[config.mk]
export PLATFORM = sky130hd
export DESIGN_NAME = frodo_top
export DESIGN_NICKNAME = d
export VERILOG_FILES = /design/src/rtl/frodo_pkg.sv /design/src/rtl/frodo_addr_gen.sv /design/src/rtl/frodo_top.sv
export SDC_FILE = /design/constraint.sdc
export NUM_CORES = 1
export LEC_CHECK = 0
export BUFFER_PORTS_ARGS = -buffer_cell sky130_fd_sc_hd__buf_2
export CAP_MARGIN = 40
export CORE_MARGIN = 4
export CORE_UTILIZATION = 50
export DETAILED_ROUTE_END_ITERATION = 16
export GPL_TIMING_DRIVEN = 0
export PLACE_DENSITY = 0.75
export SLEW_MARGIN = 20
export SYNTH_ARGS = -nofsm -noshare
export SYNTH_HDL_FRONTEND = slang
export SYNTH_HIERARCHICAL = 1
export SYNTH_SLANG_ARGS = --single-unit
[constraint.sdc]
create_clock -name clk -period 2.93 [get_ports clk]
set_input_delay 0.586 -clock clk [delete_from_list [all_inputs] [get_ports clk]]
set_output_delay 0.586 -clock clk [all_outputs]
set_load 0.05 [all_outputs]
[src/rtl/frodo_pkg.sv]
// Shared constants for the Frodo instruction front-end: opcodes, levels, row
// lengths, instruction field positions and the sequencer state type.
package frodo_pkg;

   localparam logic [2:0] OP_NOP   = 3'b000;
   localparam logic [2:0] OP_MUL   = 3'b100;
   localparam logic [2:0] OP_MULT  = 3'b101;
   localparam logic [2:0] OP_CODEC = 3'b110;

   localparam logic [1:0] LVL_640  = 2'd0;
   localparam logic [1:0] LVL_976  = 2'd1;
   localparam logic [1:0] LVL_1344 = 2'd2;

   localparam logic [7:0] LEN_640  = 8'd80;
   localparam logic [7:0] LEN_976  = 8'd122;
   localparam logic [7:0] LEN_1344 = 8'd168;

   localparam logic [2:0] CODEC_LAST = 3'd7;

   localparam int OPC_HI   = 26;
   localparam int OPC_LO   = 24;
   localparam int A_HI     = 23;
   localparam int A_LO     = 20;
   localparam int B_HI     = 19;
   localparam int B_LO     = 16;
   localparam int C_HI     = 15;
   localparam int C_LO     = 12;
   localparam int MODE_BIT = 11;

   typedef enum logic [1:0] {ST_IDLE, ST_ISSUE, ST_DRAIN, ST_DONE} state_t;

   // Level 3 is not a real parameter set; it falls back to the largest row.
   function automatic logic [7:0] row_len(input logic [1:0] lvl);
      case (lvl)
         LVL_640:  return LEN_640;
         LVL_976:  return LEN_976;
         default:  return LEN_1344;
      endcase
   endfunction

   function automatic logic op_legal(input logic [2:0] opc);
      return (opc == OP_NOP) || (opc == OP_MUL) || (opc == OP_MULT) || (opc == OP_CODEC);
   endfunction

endpackage

[src/rtl/frodo_addr_gen.sv]
// Row/word counters and buffer address formation. Reads are combinational from
// the counters; the write stream is the read stream delayed by one cycle.
module frodo_addr_gen
   import frodo_pkg::*;
#(
   parameter int ADDR_WIDTH = 12
) (
   input  logic                  clk,
   input  logic                  rstn,
   input  logic                  start,
   input  logic                  step,
   input  logic [2:0]            op_i,
   input  logic [ADDR_WIDTH-5:0] len_i,
   input  logic [3:0]            a_idx_i,
   input  logic [3:0]            b_idx_i,
   input  logic [3:0]            c_idx_i,
   output logic [ADDR_WIDTH-1:0] rd_addr_a,
   output logic [ADDR_WIDTH-1:0] rd_addr_b,
   output logic                  wr_en,
   output logic [ADDR_WIDTH-1:0] wr_addr_c,
   output logic [2:0]            row,
   output logic                  last
);
   localparam int OFF_W = ADDR_WIDTH - 4;

   logic [OFF_W-1:0]      j_q, j_d, len_q, len_d;
   logic [2:0]            r_q, r_d;
   logic [3:0]            a_q, a_d, b_q, b_d, c_q, c_d;
   logic                  wr_en_q, wr_en_d;
   logic [ADDR_WIDTH-1:0] wr_addr_q, wr_addr_d;

   always_ff @(posedge clk or negedge rstn) begin
      if (!rstn) begin
         j_q       <= '0;
         len_q     <= '0;
         r_q       <= '0;
         a_q       <= '0;
         b_q       <= '0;
         c_q       <= '0;
         wr_en_q   <= 1'b0;
         wr_addr_q <= '0;
      end else begin
         j_q       <= j_d;
         len_q     <= len_d;
         r_q       <= r_d;
         a_q       <= a_d;
         b_q       <= b_d;
         c_q       <= c_d;
         wr_en_q   <= wr_en_d;
         wr_addr_q <= wr_addr_d;
      end
   end

   always_comb begin
      j_d   = j_q;
      r_d   = r_q;
      len_d = len_q;
      a_d   = a_q;
      b_d   = b_q;
      c_d   = c_q;
      if (start) begin
         j_d   = '0;
         r_d   = '0;
         len_d = len_i;
         a_d   = a_idx_i;
         b_d   = b_idx_i;
         c_d   = c_idx_i;
      end else if (step) begin
         // MUL walks words inside a row; MULT walks rows inside a word.
         case (op_i)
            OP_MULT: begin
               r_d = r_q + 3'd1;
               if (r_q == 3'd7) j_d = j_q + OFF_W'(1);
            end
            OP_CODEC: j_d = j_q + OFF_W'(1);
            default: begin
               if (j_q == len_q - OFF_W'(1)) begin
                  j_d = '0;
                  r_d = r_q + 3'd1;
               end else begin
                  j_d = j_q + OFF_W'(1);
               end
            end
         endcase
      end
      wr_en_d   = step;
      wr_addr_d = step ? {c_q, j_q} : '0;
   end

   always_comb begin
      rd_addr_a = (step && (op_i != OP_CODEC)) ? {a_q, j_q} : '0;
      rd_addr_b = step ? {b_q, j_q} : '0;
      last      = (op_i == OP_CODEC) ? (j_q == OFF_W'(CODEC_LAST))
                                     : ((r_q == 3'd7) && (j_q == len_q - OFF_W'(1)));
   end

   assign wr_en     = wr_en_q;
   assign wr_addr_c = wr_addr_q;
   assign row       = r_q;

endmodule

[src/rtl/frodo_top.sv]
// Frodo instruction front-end: accepts one instruction, sequences the buffer
// address streams for it and reports done or err, guarded by a watchdog.
module frodo_top
   import frodo_pkg::*;
#(
   parameter int INST_WIDTH = 27,
   parameter int ADDR_WIDTH = 12,
   parameter int TIME       = 100000
) (
   input  logic                  clk,
   input  logic                  rstn,
   input  logic [INST_WIDTH-1:0] inst,
   input  logic                  inst_valid,
   input  logic [1:0]            level,
   output logic                  busy,
   output logic                  done,
   output logic                  err,
   output logic                  rd_en,
   output logic [ADDR_WIDTH-1:0] rd_addr_a,
   output logic [ADDR_WIDTH-1:0] rd_addr_b,
   output logic                  wr_en,
   output logic [ADDR_WIDTH-1:0] wr_addr_c,
   output logic [2:0]            op,
   output logic                  mode_o,
   output logic [2:0]            row
);
   localparam int WD_W  = $clog2(TIME + 1);
   localparam int OFF_W = ADDR_WIDTH - 4;

   state_t          state_q, state_d;
   logic [2:0]      op_q, op_d;
   logic            mode_q, mode_d;
   logic            err_q, err_d;
   logic [WD_W-1:0] wd_q, wd_d, wd_next;
   logic            accept, start, last;
   logic [2:0]      opc;
   logic            unused_rsvd;

   assign opc         = inst[OPC_HI:OPC_LO];
   assign accept      = inst_valid && !busy;
   assign unused_rsvd = ^inst[MODE_BIT-1:0];

   always_ff @(posedge clk or negedge rstn) begin
      if (!rstn) begin
         state_q <= ST_IDLE;
         op_q    <= '0;
         mode_q  <= 1'b0;
         err_q   <= 1'b0;
         wd_q    <= '0;
      end else begin
         state_q <= state_d;
         op_q    <= op_d;
         mode_q  <= mode_d;
         err_q   <= err_d;
         wd_q    <= wd_d;
      end
   end

   always_comb begin
      state_d = state_q;
      op_d    = op_q;
      mode_d  = mode_q;
      err_d   = 1'b0;
      wd_d    = wd_q;
      start   = 1'b0;
      wd_next = wd_q + WD_W'(1);
      case (state_q)
         ST_ISSUE: if (last) state_d = ST_DRAIN;
         ST_DRAIN: state_d = ST_DONE;
         default: begin
            // DONE is not busy, so a back-to-back instruction lands here too.
            state_d = ST_IDLE;
            if (accept) begin
               if (!op_legal(opc)) begin
                  err_d = 1'b1;
               end else begin
                  op_d   = opc;
                  mode_d = inst[MODE_BIT];
                  if (opc == OP_NOP) begin
                     state_d = ST_DONE;
                  end else begin
                     state_d = ST_ISSUE;
                     start   = 1'b1;
                     wd_d    = WD_W'(1);
                  end
               end
            end
         end
      endcase
      if (busy) begin
         if (inst_valid) err_d = 1'b1;
         // wd_q holds the number of busy cycles seen so far, counting this one.
         if (wd_next == WD_W'(TIME)) begin
            state_d = ST_IDLE;
            err_d   = 1'b1;
         end else begin
            wd_d = wd_next;
         end
      end
   end

   always_comb begin
      busy  = (state_q == ST_ISSUE) || (state_q == ST_DRAIN);
      rd_en = (state_q == ST_ISSUE);
      done  = (state_q == ST_DONE);
   end

   assign err    = err_q;
   assign op     = op_q;
   assign mode_o = mode_q;

   frodo_addr_gen #(.ADDR_WIDTH(ADDR_WIDTH)) u_addr_gen (
      .clk       (clk),
      .rstn      (rstn),
      .start     (start),
      .step      (rd_en),
      .op_i      (op_q),
      .len_i     (OFF_W'(row_len(level))),
      .a_idx_i   (inst[A_HI:A_LO]),
      .b_idx_i   (inst[B_HI:B_LO]),
      .c_idx_i   (inst[C_HI:C_LO]),
      .rd_addr_a (rd_addr_a),
      .rd_addr_b (rd_addr_b),
      .wr_en     (wr_en),
      .wr_addr_c (wr_addr_c),
      .row       (row),
      .last      (last)
   );

endmodule

Word level (Yosys, flattened, before mapping)
Cells that the tools add are included.
- logic and storage cells: 87
- bits of input ports: 32
- flip-flop bits (word level): 68
- multiplexer cells: 37
- equal/unequal tests: 16
- reduce and logical (&&, ||, !) cells: 16
- bitwise logic cells: 1
- $add $sub $neg: 4
- operators with widths (kind ; count):
    $mux 17 ; 6
    $mux 12 ; 3
    $mux 8 ; 4
    $pmux 8 s2 ; 2
    $eq 3x3->1 const B ; 6
    $add 17x1->17 const B ; 1
    $eq 17x17->1 const B ; 1
    $mux 2 ; 6
    $mux 1 ; 11
    $mux 3 ; 3
    $add 8x1->8 const B ; 1
    $eq 8x3->1 const B ; 1
    $eq 8x8->1 ; 1
    $sub 8x1->8 const B ; 1
    $pmux 3 s2 ; 1
    $reduce_and 3->1 ; 2
    $eq 2x1->1 const B ; 2
    $eq 2x2->1 const B ; 2
    $logic_or 1x1->1 ; 4
    $pmux 2 s2 ; 1
    $add 3x1->3 const B ; 1
    $logic_and 1x1->1 ; 3
    $logic_not 3->1 ; 1
    $ne 3x2->1 const B ; 1
    other kinds (9) ; 9

Depth between registers and ports, before layout
- depth after elaboration: 10
- depth in mapped cells: 11
- mapped depth without buffers: 10

Modules after synthesis
Netlist, hierarchy kept.
- modules (own cells, without submodules) (module ; instances ; area an instance (µm²) ; cells an instance ; seq. area each (µm²)):
    frodo_addr_gen ; 1 ; 2376.0 ; 224 ; 1101.1
    frodo_top ; 1 ; 1562.7 ; 169 ; 600.6

Worst setup path before layout
No wires, ideal clock.
- kind: reg2reg
- from: reg wd_q[0]
- to: reg wd_q[9]
- setup slack: 0.198 ns
- cell stages (with the launch flop): 10
- setup time: 0.120 ns
- arrival time: 2.613 ns
- required time: 2.810 ns
- clock period less this slack: 2.732 ns
- path buffers: 2
- path through: dfrtp_1 ha_1 clkbuf_2 nand2_4 or4_1 buf_2 or4b_4 a2111oi_4 a211oi_1 a31o_1
- cells in the longest elaborated chain, start to end: 4
- ends and longest elaborated chain (item ; line ; RTL):
    start, declared ; frodo_top.sv:34 ; logic [WD_W-1:0] wd_q, wd_d, wd_next;
    start signal, assigned ; frodo_top.sv:55 ; wd_q <= wd_d;
    $add 17x1->17 * ; frodo_top.sv:66 ; wd_next = wd_q + WD_W'(1);
    $eq 17x17->1 ; frodo_top.sv:93 ; if (wd_next == WD_W'(TIME)) begin
    $mux 17 * ; frodo_top.sv:93 ;
    $mux 17 * ; frodo_top.sv:90 ; if (busy) begin
    via wd_d[9] ; frodo_top.sv:34 ;
The timed path passes the listed nets; every way through them passes the cells marked *.
A chain may end at the register's enable or synchronous reset.

Worst setup path after layout
Ends and elaborated chain as after synthesis.

==> metrics.yaml <==
outcome:
  outcome: "finished, final reports clean"
synthesis:
  synth.area.top_cells: "dfrtp_1 (43%), mux2_2 (5.1%), and2_1 (4.0%)"
  syn_avg_cell_area_um2: 10.0
  ys_top_cells_by_count: "dfrtp_1 (68), nand2_1 (30), and2_1 (25)"
  synth_most_common_cell: "dfrtp_1"
  netlist.area_leader.share: 0.432
  synth_edf_count: 0
  synth_top_area_cell: "dfrtp_1"
  ys_ff_latch: 68
  async_flop_share: 1.00
  synth_area_um2: 3940
  netlist_instances: 393
  ys.flop_type: "dfrtp_1"
  ys_types: 73
  ys_warn_count: 6
  ys_seq_area_frac: 0.432
power:
  peakVddDrop_mv: 0.294
  p_leak_nw: 2.15
  p_per_area_nw_per_um2: 782
critical_path:
  end_kind: "flop"
  cp-start-kind: "flop"
  crit_path_max_incr_delay_ns: 0.53
  cpMaxStageDelayCell: "or4b_4"
  path_max_fanout: 7
  critical_path.cell_chain: "ha_1 > buf_2 > nand2_4 > or4_1 > buf_2 > or4b_4 > a2111oi_4 > a211oi_1 > a31o_1"
  cp.arrival_ns: 3.03
  crit_top_cell: "buf_2"
  crit_type: "flop to flop"
  crit_required_ns: 3.17
sta:
  hold_ws_ns: 0.115
  fin_crit_sh: 0.954
  fmax_mhz: 358
  tightest_slew_ns: 0.640
  hold_violations: 0
  setup_viol: 0
  slew_headroom: 0.570
  min_period_ns: 2.80
  drv_slew: 0
  final.setup_skew_ns: 0.00954
global_routing:
  gr-total-overflow: 0
  grtUsageTotal: 0.200
  grt_start_max_net_pins: 50
  antenna_found_initial: 0
  grt_pass1_wl_um: 15400
  first_global_vias: 3249
cells_and_area:
  syn2layout_area_growth_pct: 19.8
  utilization: 0.614
  stdcell_area_um2: 4720
  diodes: 0
  final_nets: 520
  fillCellCount: 681
  layout-drive-gt1-share: 0.314
floorplan:
  fp-row-count: 32
  dieArea_um2: 9360
  ios: 80
  initial_core_util: 0.512
  die_w_um: 96.8
  core_um2: 7690
  die_height_um: 96.8
worst_hold_path:
  hold_path_class: "input port to asynchronous set/reset pin"
detailed_routing:
  routed_wirelength_um: 9120
  dr.pass1.iters: 4
  wl_per_cell_um: 15.6
  ant_nets: 0
  drt_iter0_drc: 170
  via_per_inst: 5.50
  vias: 3223
  drc_errors: 0
flow_run:
  max_cap_viol_count: 0
clock_tree:
  root_buffer: "clkbuf_8"
  htree_levels: 3
  cts.sinks: 68
  cts_tree: "yes"
  cts_made_buffers: 9
  holdBufCountCts: 0
  clk_pin_slew_ns: 0.08
  cts_buffer_depth: 2
  worst_skew_pair.late_latency_ns: 0.34
placed_design:
  dp_hpwl_um: 6720
  gp_congestion: 0.880
  io_buffers: 68
  place_area_um2: 4450
-- per-stage QoR --
| stage | std cells | setup TNS (ns) | power (mW) | worst slack [ns] |
|---|---|---|---|---|
| after floorplan | 394 | 0 | 2.44 | 0.198 |
| after global placement | 564 | -0.258 | 2.73 | -0.0291 |
| after detailed placement | 566 | -0.534 | 2.80 | -0.0716 |
| after CTS | 582 | 0 | 3.66 | 0.0169 |
| after global routing | 586 | -0.00606 | 3.90 | -0.00606 |
| final | 586 | 0 | 3.69 | 0.133 |
-- placed cells by master, fill, tap and decap left out, types with 3 or more instances in the layout --
master / netlist / routed
clkbuf_8: 0 / 10
xor2_1: 12 / 12
o22ai_1: 6 / 6
nand4_1: 6 / 6
nor3_1: 7 / 7
and3_1: 3 / 3
mux2i_1: 6 / 6
buf_2: 4 / 72
o21ai_0: 13 / 13
o211ai_2: 3 / 3
a31oi_1: 8 / 7
buf_4: 9 / 15
clkbuf_1: 9 / 8
o31ai_1: 4 / 4
a21oi_1: 12 / 12
o211ai_1: 4 / 4
nor2_1: 17 / 17
nand2_1: 30 / 30
clkbuf_2: 1 / 3
nor2b_1: 6 / 6
dfrtp_1: 68 / 67
ha_1: 9 / 8
xnor2_1: 9 / 9
or3_1: 4 / 4
nor4_1: 3 / 3
mux2_2: 18 / 18
inv_1: 16 / 16
nand3_1: 21 / 21
o2111ai_1: 4 / 4
inv_2: 4 / 4
and2_1: 25 / 25
or4_1: 4 / 4
-- layer usage --
metal	up-vias	routed length [um]	GRT usage
met1	1565	3900	0.246
li1	1573	-	-
met2	76	4670	0.349
met5	-	0	0
met4	0	107	0.0691
met3	9	437	0.0375
-- flip-flops by register name, indices dropped and copies added, names as in the netlist --
register              count
err                       1
mode_o                    1
op                        3
state_q                   2
u_addr_gen/a_q            4
u_addr_gen/b_q            4
u_addr_gen/c_q            4
u_addr_gen/j_q            8
u_addr_gen/len_q          8
u_addr_gen/row            3
u_addr_gen/wr_addr_c     12
u_addr_gen/wr_en          1
wd_q                     17
-- critical path: cells and delay by family, from the launching register on --
kind	cells	cell delay, ns
compound gates	3	0.68
simple gates	3	1.10
fa+ha+maj	1	0.15
flops	1	0.40
buf+inv	2	0.35
-- layout make-up --
class                      instances  area, um^2  share of cell area
multi-input combinational        279        2030               0.431
sequential                        68        1700               0.361
timing repair buffer              74         408              0.0865
clock buffer                      12         145              0.0308
buffer                            25         145              0.0308
tap                              102         128              0.0271
inverter                          22        82.6              0.0175
clock inverter                     4        72.6              0.0154
-- worst paths after layout --
check / from / endpoint / slack [ns] / cells after the start
min reg2reg: u_addr_gen/c_q[2]$_DFFE_PN0P_ / u_addr_gen/wr_addr_c[10]$_DFF_PN0_ / 0.49 / 1
max reg2reg: wd_q[0]$_DFF_PN0_ / wd_q[9]$_DFF_PN0_ / 0.13 / 9
max in group asynchronous: rstn / wd_q[0]$_DFF_PN0_ / 2.25 / 2
min: rstn / u_addr_gen/len_q[7]$_DFFE_PN0P_ / 0.11 / 1
min in group clk: inst[21] / u_addr_gen/a_q[1]$_DFFE_PN0P_ / 0.47 / 2
max: wd_q[0]$_DFF_PN0_ / wd_q[9]$_DFF_PN0_ / 0.13 / 9
-- kinds of logic after synthesis --
logic type	share of synthesized area
AO/OA/AOI/OAI	0.149
XOR/XNOR	0.0467
adder cells (fa/ha/maj)	0.0311
buffers and inverters	0.0569
flip-flops	0.432
multiplexers	0.0667
other	0.000952
AND/OR/NAND/NOR	0.217
-- where the power goes --
part	switching, mW	internal, mW	total (mW)
Clock	0.350	0.502	0.852
Sequential	0.249	1.15	1.40
Combinational	0.895	0.540	1.43
-- repair_timing --
action | 4_1_cts | 5_1_grt
gates cloned | 0 | 0
endpoints found under the setup margin | 21 | 40
pin swaps | 0 | 2
gates resized for setup | 4 | 5
setup buffers | 0 | 4
Power figures use the tool's default switching activity.
